`config.mk`:
```
export PLATFORM = sky130hd
export DESIGN_NAME = vpu_ovi_issue_queue
export DESIGN_NICKNAME = d
export VERILOG_FILES = /design/src/rtl/vpu_ovi_issue_queue_pkg.sv /design/src/rtl/vpu_ovi_issue_queue_fifo.sv /design/src/rtl/vpu_ovi_issue_queue.sv
export SDC_FILE = /design/constraint.sdc
export NUM_CORES = 1
export LEC_CHECK = 0
export BUFFER_PORTS_ARGS = -buffer_cell sky130_fd_sc_hd__buf_4
export CORE_ASPECT_RATIO = 0.9
export CORE_MARGIN = 1
export CORE_UTILIZATION = 54
export DETAILED_ROUTE_END_ITERATION = 8
export PLACE_DENSITY = 0.76
export SETUP_SLACK_MARGIN = 0.4
export SLEW_MARGIN = 10
export SYNTH_ARGS = -nofsm -noshare
export SYNTH_HDL_FRONTEND = slang
export SYNTH_SLANG_ARGS = --single-unit
```
`constraint.sdc`:
```
create_clock -name clk -period 7.3 [get_ports clk]
set_clock_uncertainty 0.15 [all_clocks]
set_input_delay 0 -clock clk [delete_from_list [all_inputs] [get_ports clk]]
set_output_delay 0 -clock clk [all_outputs]
set_load 0.02 [all_outputs]
```
`src/rtl/vpu_ovi_issue_queue_pkg.sv`:
```
// Shared types for the OVI issue path between core dispatch and the vector unit.
// Packs one issued instruction into a single 142-bit record.
package vpu_ovi_pkg;

    localparam int OVI_INST_W   = 32;
    localparam int OVI_SCALAR_W = 64;
    localparam int OVI_SB_W     = 5;
    localparam int OVI_VCSR_W   = 40;

    typedef logic [OVI_SB_W-1:0]   sb_id_t;
    typedef logic [OVI_VCSR_W-1:0] vcsr_t;

    typedef struct packed {
        logic [OVI_INST_W-1:0]   inst;
        sb_id_t                  sb_id;
        logic [OVI_SCALAR_W-1:0] scalar_opnd;
        vcsr_t                   vcsr;
        logic                    vcsr_lmulb2;
    } ovi_issue_t;

endpackage

```
`src/rtl/vpu_ovi_issue_queue_fifo.sv`:
```
// Synchronous FIFO with extra-MSB pointers; accepts push while full only when a
// same-cycle pop frees the slot being overwritten.
module vpu_ovi_fifo #(
    parameter int WIDTH = 8,
    parameter int DEPTH = 4
) (
    input  logic             clk,
    input  logic             reset_n,
    input  logic             push,
    input  logic [WIDTH-1:0] push_data,
    input  logic             pop,
    output logic             full,
    output logic             empty,
    output logic [WIDTH-1:0] head
);

    localparam int AW = $clog2(DEPTH);

    logic [AW:0]      r_wr_ptr;
    logic [AW:0]      r_rd_ptr;
    logic [WIDTH-1:0] r_mem [DEPTH];
    logic             w_push;
    logic             w_pop;

    assign empty  = (r_wr_ptr == r_rd_ptr);
    assign full   = (r_wr_ptr[AW] != r_rd_ptr[AW]) && (r_wr_ptr[AW-1:0] == r_rd_ptr[AW-1:0]);
    assign head   = r_mem[r_rd_ptr[AW-1:0]];
    assign w_pop  = pop & ~empty;
    assign w_push = push & (~full | w_pop);

    // Pointer update, wrapping naturally through the extra MSB.
    always_ff @(posedge clk or negedge reset_n) begin
        if (!reset_n) begin
            r_wr_ptr <= '0;
            r_rd_ptr <= '0;
        end else begin
            if (w_push) r_wr_ptr <= r_wr_ptr + (AW+1)'(1);
            if (w_pop)  r_rd_ptr <= r_rd_ptr + (AW+1)'(1);
        end
    end

    // Storage write; contents are don't-care until the pointers cover them.
    always_ff @(posedge clk) begin
        if (w_push) r_mem[r_wr_ptr[AW-1:0]] <= push_data;
    end

endmodule

```
`src/rtl/vpu_ovi_issue_queue.sv`:
```
// Credit-managed OVI issue buffer: buffers dispatched vector instructions, issues
// them while Vpu credits remain, and turns in-order resolves into dispatch pulses.
module vpu_ovi_issue_queue
    import vpu_ovi_pkg::*;
#(
    parameter int DEPTH   = 4,
    parameter int CREDITS = 8,
    parameter int RDEPTH  = 16
) (
    input  logic        clk,
    input  logic        reset_n,
    input  logic        in_valid,
    output logic        in_ready,
    input  logic [31:0] in_inst,
    input  logic [4:0]  in_sb_id,
    input  logic [63:0] in_scalar_opnd,
    input  logic [39:0] in_vcsr,
    input  logic        in_vcsr_lmulb2,
    output logic        issue_valid,
    output logic [31:0] issue_inst,
    output logic [4:0]  issue_sb_id,
    output logic [63:0] issue_scalar_opnd,
    output logic [39:0] issue_vcsr,
    output logic        issue_vcsr_lmulb2,
    input  logic        issue_credit,
    input  logic        resolve_valid,
    input  logic        resolve_kill,
    output logic [4:0]  dispatch_sb_id,
    output logic        dispatch_next_senior,
    output logic        dispatch_kill,
    output logic [4:0]  credits_avail,
    output logic [1:0]  err_protocol
);

    localparam logic [4:0] L_CREDITS = 5'(CREDITS);

    logic       r_alive;
    logic [4:0] r_credits;
    logic       r_issue_valid;
    ovi_issue_t r_issue;
    sb_id_t     r_disp_sb;
    logic       r_senior;
    logic       r_kill;
    logic [1:0] r_err;

    ovi_issue_t w_in_data;
    ovi_issue_t w_in_head;
    logic       w_in_full;
    logic       w_in_empty;
    sb_id_t     w_trk_head;
    logic       w_trk_full;
    logic       w_trk_empty;
    logic       w_issue;
    logic       w_resolve;
    logic       w_credit_ovf;
    logic [4:0] w_credits_nxt;

    assign w_in_data    = '{inst: in_inst, sb_id: in_sb_id, scalar_opnd: in_scalar_opnd,
                            vcsr: in_vcsr, vcsr_lmulb2: in_vcsr_lmulb2};
    // r_alive holds in_ready low through reset and until the first clock after it.
    assign in_ready     = r_alive & ~w_in_full;
    assign w_issue      = ~w_in_empty & (r_credits != 5'd0) & ~w_trk_full;
    assign w_resolve    = resolve_valid & ~w_trk_empty;
    assign w_credit_ovf = issue_credit & ~w_issue & (r_credits == L_CREDITS);

    vpu_ovi_fifo #(.WIDTH($bits(ovi_issue_t)), .DEPTH(DEPTH)) u_in_buf (
        .clk       (clk),
        .reset_n   (reset_n),
        .push      (in_valid & in_ready),
        .push_data (w_in_data),
        .pop       (w_issue),
        .full      (w_in_full),
        .empty     (w_in_empty),
        .head      (w_in_head)
    );

    vpu_ovi_fifo #(.WIDTH($bits(sb_id_t)), .DEPTH(RDEPTH)) u_tracker (
        .clk       (clk),
        .reset_n   (reset_n),
        .push      (w_issue),
        .push_data (w_in_head.sb_id),
        .pop       (w_resolve),
        .full      (w_trk_full),
        .empty     (w_trk_empty),
        .head      (w_trk_head)
    );

    // Next credit count: issue consumes, issue_credit restores, both cancel.
    always_comb begin
        w_credits_nxt = r_credits;
        case ({w_issue, issue_credit})
            2'b10:   w_credits_nxt = r_credits - 5'd1;
            2'b01:   w_credits_nxt = w_credit_ovf ? r_credits : r_credits + 5'd1;
            default: w_credits_nxt = r_credits;
        endcase
    end

    // Credit counter, issue/dispatch output registers and sticky protocol errors.
    always_ff @(posedge clk or negedge reset_n) begin
        if (!reset_n) begin
            r_alive       <= 1'b0;
            r_credits     <= L_CREDITS;
            r_issue_valid <= 1'b0;
            r_issue       <= '0;
            r_disp_sb     <= '0;
            r_senior      <= 1'b0;
            r_kill        <= 1'b0;
            r_err         <= 2'b00;
        end else begin
            r_alive       <= 1'b1;
            r_credits     <= w_credits_nxt;
            r_issue_valid <= w_issue;
            if (w_issue) r_issue <= w_in_head;
            r_senior      <= w_resolve & ~resolve_kill;
            r_kill        <= w_resolve & resolve_kill;
            if (w_resolve) r_disp_sb <= w_trk_head;
            r_err         <= r_err | {resolve_valid & w_trk_empty, w_credit_ovf};
        end
    end

    assign issue_valid          = r_issue_valid;
    assign issue_inst           = r_issue.inst;
    assign issue_sb_id          = r_issue.sb_id;
    assign issue_scalar_opnd    = r_issue.scalar_opnd;
    assign issue_vcsr           = r_issue.vcsr;
    assign issue_vcsr_lmulb2    = r_issue.vcsr_lmulb2;
    assign dispatch_sb_id       = r_disp_sb;
    assign dispatch_next_senior = r_senior;
    assign dispatch_kill        = r_kill;
    assign credits_avail        = r_credits;
    assign err_protocol         = r_err;

endmodule

```
After elaboration in Yosys (flattened, before gate mapping) --
Memories as Yosys holds them, arrays and structs flattened. A register that Yosys moved wholly into a read port is not among the register bits. Cells that the tools add are included.
Word-level totals: bits in writable memories 648, output and inout port bits 158, bits in registers 169, logic and storage cells 68, memories 2
Operators by class: muxes and demuxes 6, add/sub/neg operators 6, eq/ne operators 10, bitwise logic cells 23, reductions and logical operators 6
Memory list:
- u_in_buf.r_mem | depth 4, bits a word 142, read ports 1, clocked after Yosys merged registers in 0, wr ports 1, RTL line vpu_ovi_issue_queue_fifo.sv:21 | logic [WIDTH-1:0] r_mem [DEPTH];
- u_tracker.r_mem | depth 16, bits a word 5, read ports 1, clocked after Yosys merged registers in 1, wr ports 1, RTL line vpu_ovi_issue_queue_fifo.sv:21
Operators by type and width (number):
- 5-bit by 1-bit adder with 5-bit output (second input constant) | 3
- 1-bit bitwise AND | 14
- 5-bit case mux with 2 select lines | 1
- 3-bit by 1-bit adder with 3-bit output (second input constant) | 2
- 1-bit inverter | 6
- 5-bit by 4-bit equality test with 1-bit output (second input constant) | 1
- 5-bit equality test | 1
- 5-bit two-way mux | 1
- 5-bit nonzero test | 1
- 5-bit by 1-bit subtractor with 5-bit output (second input constant) | 1
- 4-bit equality test | 1
- 1-bit two-way mux | 4
- 3-bit equality test | 1
- 2-bit by 1-bit equality test with 1-bit output (second input constant) | 1
- 2-bit equality test | 1
- 2-bit equality test (second input constant) | 1
- 1-bit logical AND | 2
- 1-bit inequality test | 2
- 2-bit inequality test (second input constant) | 1
- 1-bit bitwise OR | 2
- 2-bit bitwise OR | 1
- 2-bit AND reduction | 1
- 2-bit nonzero test | 1
- 1-bit logical NOT | 1

Longest topological paths before layout --
Gate-level depths: netlist (run 1).
word-level depth 9, depth in mapped cells 13

Hierarchy --
Synthesis (run 1) repeated with hierarchy kept, for this count alone.
Unflattened totals: cell total of the unflattened synthesis 1368, area, all modules 30744.5 µm²
Modules (own cells, without submodules):
- vpu_ovi_fifo at u_in_buf | sequential area each 17206.5 µm², cells an instance 788, area an instance 20868.8 µm², times used 1
- vpu_ovi_issue_queue | sequential area each 3955.0 µm², cells an instance 385, area an instance 6140.9 µm², times used 1
- vpu_ovi_fifo at u_tracker | sequential area each 2652.5 µm², cells an instance 195, area an instance 3734.8 µm², times used 1

Worst setup path before layout (run 1) --
Ideal clock, no wire load.
kind reg2reg, from register u_in_buf.r_rd_ptr[1], to memory u_in_buf.r_mem[3][0] (netlist name) (enable), setup slack 2200 ps, arrival time 4429 ps, cell stages (with the launch flop) 5, setup time 521 ps, required time 6629 ps, path buffers 1, cell sequence dfrtp_1 -> buf_2 -> xor2_1 -> o31a_1 -> and3_1
On the way: elaborated cells between the ends (all ways) 14, classes of those cells 2 x eq/ne; 2 x mux; 9 x bitwise; 1 x reduce/logical
RTL lines:
- start: declaration | RTL line vpu_ovi_issue_queue_fifo.sv:20 | logic [AW:0] r_rd_ptr;
- start signal: assignment | RTL line vpu_ovi_issue_queue_fifo.sv:38 | if (w_pop) r_rd_ptr <= r_rd_ptr + (AW+1)'(1);
- 2-bit equality test | RTL line vpu_ovi_issue_queue_fifo.sv:26 | assign full = (r_wr_ptr[AW] != r_rd_ptr[AW]) && (r_wr_ptr[AW-1:0] == r_rd_ptr[AW-1:0]);
- 1-bit logical AND | RTL line vpu_ovi_issue_queue_fifo.sv:26
- 1-bit inverter | RTL line vpu_ovi_issue_queue.sv:61 | assign in_ready = r_alive & ~w_in_full;
- 1-bit bitwise AND | RTL line vpu_ovi_issue_queue.sv:61
- net in_ready | RTL line vpu_ovi_issue_queue.sv:13 | output logic in_ready,
- 1-bit bitwise AND | RTL line vpu_ovi_issue_queue.sv:69 | .push (in_valid & in_ready),
- 1-bit bitwise AND | RTL line vpu_ovi_issue_queue_fifo.sv:29 | assign w_push = push & (~full | w_pop);
- 1-bit two-way mux | RTL line vpu_ovi_issue_queue_fifo.sv:44 | if (w_push) r_mem[r_wr_ptr[AW-1:0]] <= push_data;
- 1-bit two-way mux (implied by the code) | RTL line vpu_ovi_issue_queue_fifo.sv:44
- end: declaration | RTL line vpu_ovi_issue_queue_fifo.sv:21
The timed path passes the listed nets, and every way through them passes these cells.

Final worst setup path (run 1) --
from register u_tracker.r_rd_ptr[2], to memory u_tracker.r_mem[3][0] (netlist name) (enable)
On the way: cells in the longest elaborated chain, start to end 8, elaborated cells between the ends (all ways) 12, classes of those cells 2 x eq/ne; 2 x mux; 7 x bitwise; 1 x reduce/logical
Ends and longest elaborated chain:
- start: declaration | RTL line vpu_ovi_issue_queue_fifo.sv:20
- start signal: assignment | RTL line vpu_ovi_issue_queue_fifo.sv:38
- 5-bit equality test | RTL line vpu_ovi_issue_queue_fifo.sv:25 | assign empty = (r_wr_ptr == r_rd_ptr);
- 1-bit inverter | RTL line vpu_ovi_issue_queue_fifo.sv:28, vpu_ovi_issue_queue.sv:63
- 1-bit bitwise AND | RTL line vpu_ovi_issue_queue.sv:63 | assign w_resolve = resolve_valid & ~w_trk_empty;
- 1-bit bitwise AND | RTL line vpu_ovi_issue_queue_fifo.sv:28 | assign w_pop = pop & ~empty;
- 1-bit bitwise OR | RTL line vpu_ovi_issue_queue_fifo.sv:29
- 1-bit bitwise AND * | RTL line vpu_ovi_issue_queue_fifo.sv:29
- 1-bit two-way mux * | RTL line vpu_ovi_issue_queue_fifo.sv:44
- 1-bit two-way mux (implied by the code) * | RTL line vpu_ovi_issue_queue_fifo.sv:44
- end: declaration | RTL line vpu_ovi_issue_queue_fifo.sv:21
Every way passes the cells marked *; elsewhere a longest branch is shown, timed or not.

==> reports/qor.yml, run 1 <==
outcome: "finished clean"
dr.pass1.iters: 7
vias_per_cell: 5.56
cp_slowest_cell: "dfrtp_1"
place_area_mm2: 0.0336
grt_pass1_wl_um: 106000
row_count: 82
min_period_over_period_pct: 57.4
worstSetupPathType: "register to register"
die_area_mm2: 0.0574
relSlewSlack_pct: 22.6
htree_levels: 3
drive_gt1_share_pct: 27.0
drc: 0
cp.required_ns: 7.40
synth_area_leaders: "edfxtp_1 (64%), dfrtp_1 (14%), mux4_2 (12%)"
io_buffers: 305
synth_edf_count: 648
start_util_pct: 54.7
clk_path_buf_depth: 3
grt_pass1_vias: 18403
cts_tree: "done"
use_met2_pct: 43.6
maxCapViolations: 0
fin_area_mm2: 0.0391
report.power.total_mw: 16.9
cts_setup_buffers: 0
grt_start_max_net_pins: 143
path_clk_slew_ns: 0.06
slew_violations: 0
post_cts_resize_count: 0
cp-end-kind: "register"
root_buffer: "clkbuf_16"
syn_inst: 1630
p_leak_nw: 14.7
fmax_mhz: 239
crit_path_start_kind: "register"
syn_nets: 1792
cp_data_arrival_time_ns: 4.30
worstSkewPairLatency_ns: 0.63
worst_pin_slew_ns: 1.16
grt_overflow: 0
grt_use_met1_pct: 31.0
crit_fanout: 99
power.density_mw_per_mm2: 434
yosys_most_used_dff: "edfxtp_1"
drtAntennaViolNets: 0
io_pins: 306
yosysSeqAreaShare_pct: 78.2
drtIter0Drc: 1293
drt_wl_total_um: 70300
nNetsFinal: 2404
yosys.area.top_type_share_pct: 63.9
synth_cell_types: 44
critPathMaxStageDelay_ns: 1.03
setup_viol: 0
cts_made_buffers: 81
async_flop_share_pct: 21.2
core_area_mm2: 0.0557
dpl.hpwl_um: 36200
min_path_type: "input port to register"
wl_per_cell_um: 22.9
yosysWarnings: 0
grt_usage_pct: 24.9
rsz0062_at_grt: "false"
die_h_um: 227
peakVddDrop_uv: 332
die_w_um: 252
setup-tns-final_ns: 0
antenna_found_initial: 9
syn_area_mm2: 0.0305
vias: 17066
area_growth_syn_to_layout_pct: 28.3
grt-busiest-layer: "met2"
period_needed_ns: 4.19
ys_ff_latch: 822
syn_area_per_cell_um2: 18.7
path_cells: "xor2_1 > nor4_2 > a221o_4 > inv_6 > nand2_1 > nor3_1"
hold_viol: 0
use_met3_pct: 5.27
place.gp.congestion: 0.833
cts_hold_buf: 284
clock_sinks: 822
synth_top_area_cell: "edfxtp_1"
## where the power goes
part | leakage, nW | switching, mW | internal, mW | total, mW
sequential | 7.94 | 0.685 | 6.25 | 6.93
clock | 1.28 | 1.75 | 2.38 | 4.13
combinational | 5.49 | 3.53 | 2.36 | 5.88
## kinds of logic after synthesis
kind of cell	after synthesis	synth area share [%]
xor gates and xnor gates	25	0.719
AOI/OAI and AO/OA	25	0.591
and+or+nand+nor	482	6.16
muxes	174	12.4
DFF	822	78.2
other	1	0.0123
buffers and inverters	87	1.35
adders and majority gates	14	0.600
## worst max-delay path: cells and delay by family, from the launching register on
kind                      cells  cell delay [ns]
AOI/OAI and AO/OA             1             0.61
xor gates and xnor gates      1             0.24
buffers and inverters         1             0.76
DFF                           1             1.03
and+or+nand+nor               3             0.96
## Yosys cell counts, types with 2 or more instances
master	number
a21oi_1	2
nand4_1	4
buf_1	3
nand2_1	443
mux2i_1	4
buf_4	4
dfrtp_1	173
mux4_2	162
ha_1	13
xnor2_1	16
and3_1	4
edfxtp_1	648
mux2_2	8
xor2_1	9
nor2b_1	4
o21ai_0	4
a22oi_1	10
nor3_1	4
nand2b_1	2
inv_1	9
nor2_1	14
and2_1	2
clkbuf_1	21
buf_2	47
## area by class of cell
cell class / instances / area, µm²
repair buffers: 605 / 5340
clock inverters: 39 / 410
diodes: 5 / 12.5
inverters: 11 / 46.3
clock buffers: 113 / 2240
multi-input cells: 721 / 6270
flip-flops and latches: 822 / 23800
fillers: 3327 / 16600
well taps: 756 / 946
## cells in the final DEF (no fill, tap or decap), types with 10 or more instances in the layout
master | synthesis | routed
xnor2_1 | 16 | 16
clkbuf_16 | 0 | 82
buf_4 | 4 | 314
edfxtp_1 | 648 | 648
dlygate4sd3_1 | 0 | 284
dfrtp_1 | 173 | 171
mux4_2 | 162 | 162
nand2_1 | 443 | 443
ha_1 | 13 | 13
clkinv_2 | 0 | 10
a22oi_1 | 10 | 10
clkbuf_1 | 21 | 24
nor2_1 | 14 | 14
## flip-flops by register name, summed over array words and instances (netlist names), 32 cells and up
name,count
issue_inst,32
u_in_buf.r_mem,568
issue_vcsr,40
issue_scalar_opnd,64
u_tracker.r_mem,80
## worst paths after layout
path	start	endpoint	slack (ns)	depth (start not counted)
max	u_tracker.r_rd_ptr[2]	u_tracker.r_mem[3][0]	3.11	6
min	in_vcsr[5]	u_in_buf.r_mem[3][6]	0.02	2
max reg2reg	u_tracker.r_rd_ptr[2]	u_tracker.r_mem[3][0]	3.11	6
min reg2reg	issue_scalar_opnd[9]	issue_scalar_opnd[9]	0.33	2
max in group asynchronous	reset_n	u_in_buf.r_rd_ptr[0]	5.57	4
min in group asynchronous	reset_n	credits_avail[3]	0.35	3
## stage by stage
step	hold slack [ns]	utilization [%]	cells	setup WS, ns
detailed placement	-0.136	60.2	2630	3.21
floorplan	-0.446	-	1630	2.20
CTS	0.000377	70.1	3066	3.18
global route	0.00858	70.2	3072	2.92
finish	0.0178	70.2	3072	3.11
global placement	-0.138	60.2	2630	3.29
## metal layers
metal | share of wire, % | vias to the layer above
met3 | 6.3 | 137
met4 | 2.7 | 6
met1 | 39 | 8859
li1 | - | 7396
met2 | 52 | 668
met5 | 0.048 | -
No activity file was read; power rests on OpenSTA's default activity.
==> inputs of run 2 (changes only) <==
--- a/config.mk
+++ b/config.mk
@@ -5,6 +5,7 @@
 export SDC_FILE = /design/constraint.sdc
 export NUM_CORES = 1
 export LEC_CHECK = 0
+export ABC_AREA = 1
 export BUFFER_PORTS_ARGS = -buffer_cell sky130_fd_sc_hd__buf_4
 export CORE_ASPECT_RATIO = 0.9
 export CORE_MARGIN = 1
==> constraint.sdc (replaced) <==
create_clock -name clk -period 4.3 [get_ports clk]
set_clock_uncertainty 0.15 [all_clocks]
set_input_delay 0 -clock clk [delete_from_list [all_inputs] [get_ports clk]]
set_output_delay 0 -clock clk [all_outputs]
set_load 0.02 [all_outputs]
==> run 2 against run 1 <==
Against the previous run: sequential share of layout area down 0.71 points; routed wire length up 9.4%; maximum frequency up 40%; non-clock buffer count rose by 9; die area rose by 1.8%; global-route usage is 1.5 points higher; design area increased by 1.2%; sequential power rose by 66%; combinational power up 77%; register-to-register slack lost 1.8 ns; critical path type unchanged; critical endpoint is now u_tracker.r_mem[7][3]; highest routed layer unchanged.
==> reports/qor.yml, run 2 <==
outcome: "finished clean"
p_leak_nw: 14.7
syn_area_per_cell_um2: 12.9
cp.required_ns: 4.42
yosysSeqAreaShare_pct: 76.7
min_to: "u_in_buf.r_mem[2][1]"
yosysMostFrequentCell: "nor2_1"
htree_levels: 3
die_area_mm2: 0.0584
die_w_um: 255
syn_area_mm2: 0.0310
clk_path_buf_depth: 3
cp_data_arrival_time_ns: 3.12
peakVddDrop_uv: 684
grt_usage_pct: 26.4
fin_area_mm2: 0.0395
path_clk_slew_ns: 0.06
antenna_found_initial: 9
crit_path_start_kind: "register"
io_pins: 306
synth_top_area_cell: "edfxtp_1"
yosys_most_used_dff: "edfxtp_1"
slew_violations: 0
seqPwrFrac_pct: 39.6
drive_gt1_share_pct: 15.6
period_needed_ns: 3.00
place.gp.congestion: 0.917
rsz0062_at_grt: "false"
yosys.area.top_type_share_pct: 62.7
dpl.hpwl_um: 38900
worst_pin_slew_ns: 1.27
async_flop_share_pct: 21.2
row_count: 82
grt_pass1_vias: 21779
grt_overflow: 0
cts_made_buffers: 80
holdCritStartpoint: "in_vcsr[0]"
relSlewSlack_pct: 15.3
power_frac_clock_pct: 24.5
power.density_mw_per_mm2: 732
r2r-start: "u_tracker.r_rd_ptr[2]"
hold_slack_ns: 0.0260
post_cts_resize_count: 0
fin_cells: 3788
nNetsFinal: 3121
worstSkewPairLatency_ns: 0.65
reg2reg_depth: 10
layout_commonest_cell: "nor2_1"
final_cell_mix: "nor2_1 (773), edfxtp_1 (648), buf_4 (321), o21ai_0 (318), dlygate4sd3_1 (278)"
holdPathStages: 2
synth_area_leaders: "edfxtp_1 (63%), dfrtp_1 (14%), nor2_1 (9.4%)"
synthTopCellsByCount: "nor2_1 (777), edfxtp_1 (648), o21ai_0 (318)"
grt_start_max_net_pins: 286
root_buffer: "clkbuf_16"
grt_pass1_wl_um: 118000
p_int_mw: 18.1
fmax_mhz: 334
worstReg2RegEnd: "u_tracker.r_mem[7][3]"
drt_wl_total_um: 76900
min_path_type: "input port to register"
drc: 0
io_buffers: 305
drtAntennaViolNets: 0
pwr-share-comb_pct: 35.9
min_period_over_period_pct: 69.7
place_area_mm2: 0.0340
hold_viol: 0
syn_inst: 2403
syn_nets: 2565
cp-end-kind: "register"
dr.pass1.iters: 6
die_h_um: 229
wl_per_cell_um: 20.3
worstSetupPathType: "register to register"
core_area_mm2: 0.0562
yosysWarnings: 0
vias_per_cell: 5.62
largest_reg_flops: 568
clock_sinks: 822
maxCapViolations: 0
cts_tree: "done"
numPlacedInstances: 3354
start_util_pct: 55.2
drtIter0Drc: 2236
ys_ff_latch: 822
synth_cell_types: 32
swShare_pct: 37.3
setup_viol: 0
r2r_setup_slack_ns: 1.30
vias: 21305
switchingPower_mw: 10.8
synth_edf_count: 648
area_growth_syn_to_layout_pct: 27.4
crit_fanout: 70
-- run 2: power groups by stage --
stage,Clock (mW),Sequential [mW],Combinational [mW]
2_1_floorplan,0,12.2,5.76
5_1_grt,7.47,11.6,11.3
3_3_place_gp,0,11.5,9.62
4_1_cts,7.12,11.4,10.3
6_report,7.08,11.5,10.4
3_5_place_dp,0,11.5,9.99
-- run 2: critical path, cell delays in order, from the launching register on --
cell and delay (ns):
dfrtp_1 0.55, inv_1 0.24, nand2_1 0.07, nand2_1 0.09
nor2_2 0.05, nand3_1 0.11, nand2_2 0.09, buf_4 0.20
inv_8 0.34, nand2_1 0.30, nor2_1 0.44
-- run 2: cells by family (layout without fill, tap and decap cells) --
logic type / Yosys count / in the layout / share of synthesized area, %
AND/OR/NAND/NOR: 868 / 868 / 10.6
flip-flops: 822 / 822 / 76.7
XOR/XNOR: 16 / 16 / 0.452
adder cells (fa/ha/maj): 14 / 14 / 0.589
buffers and inverters: 174 / 797 / 2.62
AO/OA/AOI/OAI: 508 / 508 / 8.94
other: 1 / 7 / 0.0121
-- run 2: layout make-up --
cell class,count,area (µm²)
Sequential cell,822,23800
Fill cell,3579,16700
Multi-Input combinational cell,1407,6430
Timing Repair Buffer,614,5490
Clock buffer,117,2260
Tap cell,756,946
Clock inverter,32,432
Inverter,34,143
Antenna cell,6,15.0
-- run 2: through the flow --
stage	total power, mW	util, %	setup slack, ns	setup TNS [ns]
floorplan	18.0	-	-1.19	-508.14
global placement	21.1	60.5	1.46	0
detailed placement	21.5	60.5	1.36	0
CTS	28.8	70.3	1.34	0
global route	30.4	70.3	1.10	0
finish	28.9	70.3	1.30	0
-- run 2: worst max-delay path by stage --
stage | cells past startpoint | start | endpoint | slack, ns
2_1_floorplan | 9 | u_in_buf.r_rd_ptr[0] | u_in_buf.r_mem[0][0] | -1.19
3_3_place_gp | 11 | u_in_buf.r_rd_ptr[1] | u_tracker.r_mem[12][0] | 1.46
3_5_place_dp | 11 | u_in_buf.r_rd_ptr[1] | u_tracker.r_mem[7][3] | 1.36
4_1_cts | 11 | u_in_buf.r_rd_ptr[1] | u_tracker.r_mem[7][3] | 1.34
5_1_grt | 10 | u_tracker.r_rd_ptr[1] | u_tracker.r_mem[11][1] | 1.10
6_report | 10 | u_tracker.r_rd_ptr[2] | u_tracker.r_mem[7][3] | 1.30
-- run 2: layer usage --
layer	vias to the layer above	track usage, %	share of wire, %
met5	-	0	0.069
met4	10	9.82	2.8
met3	173	6.11	8.3
met2	970	44.5	50
met1	10513	33.1	38
li1	9639	-	-
-- run 2: what timing repair did --
item | in CTS | in global routing
buffers inserted | 0 | 0
hold endpoints to repair | 695 | 4
setup endpoints to repair | 0 | 0
hold buffers | 278 | 1
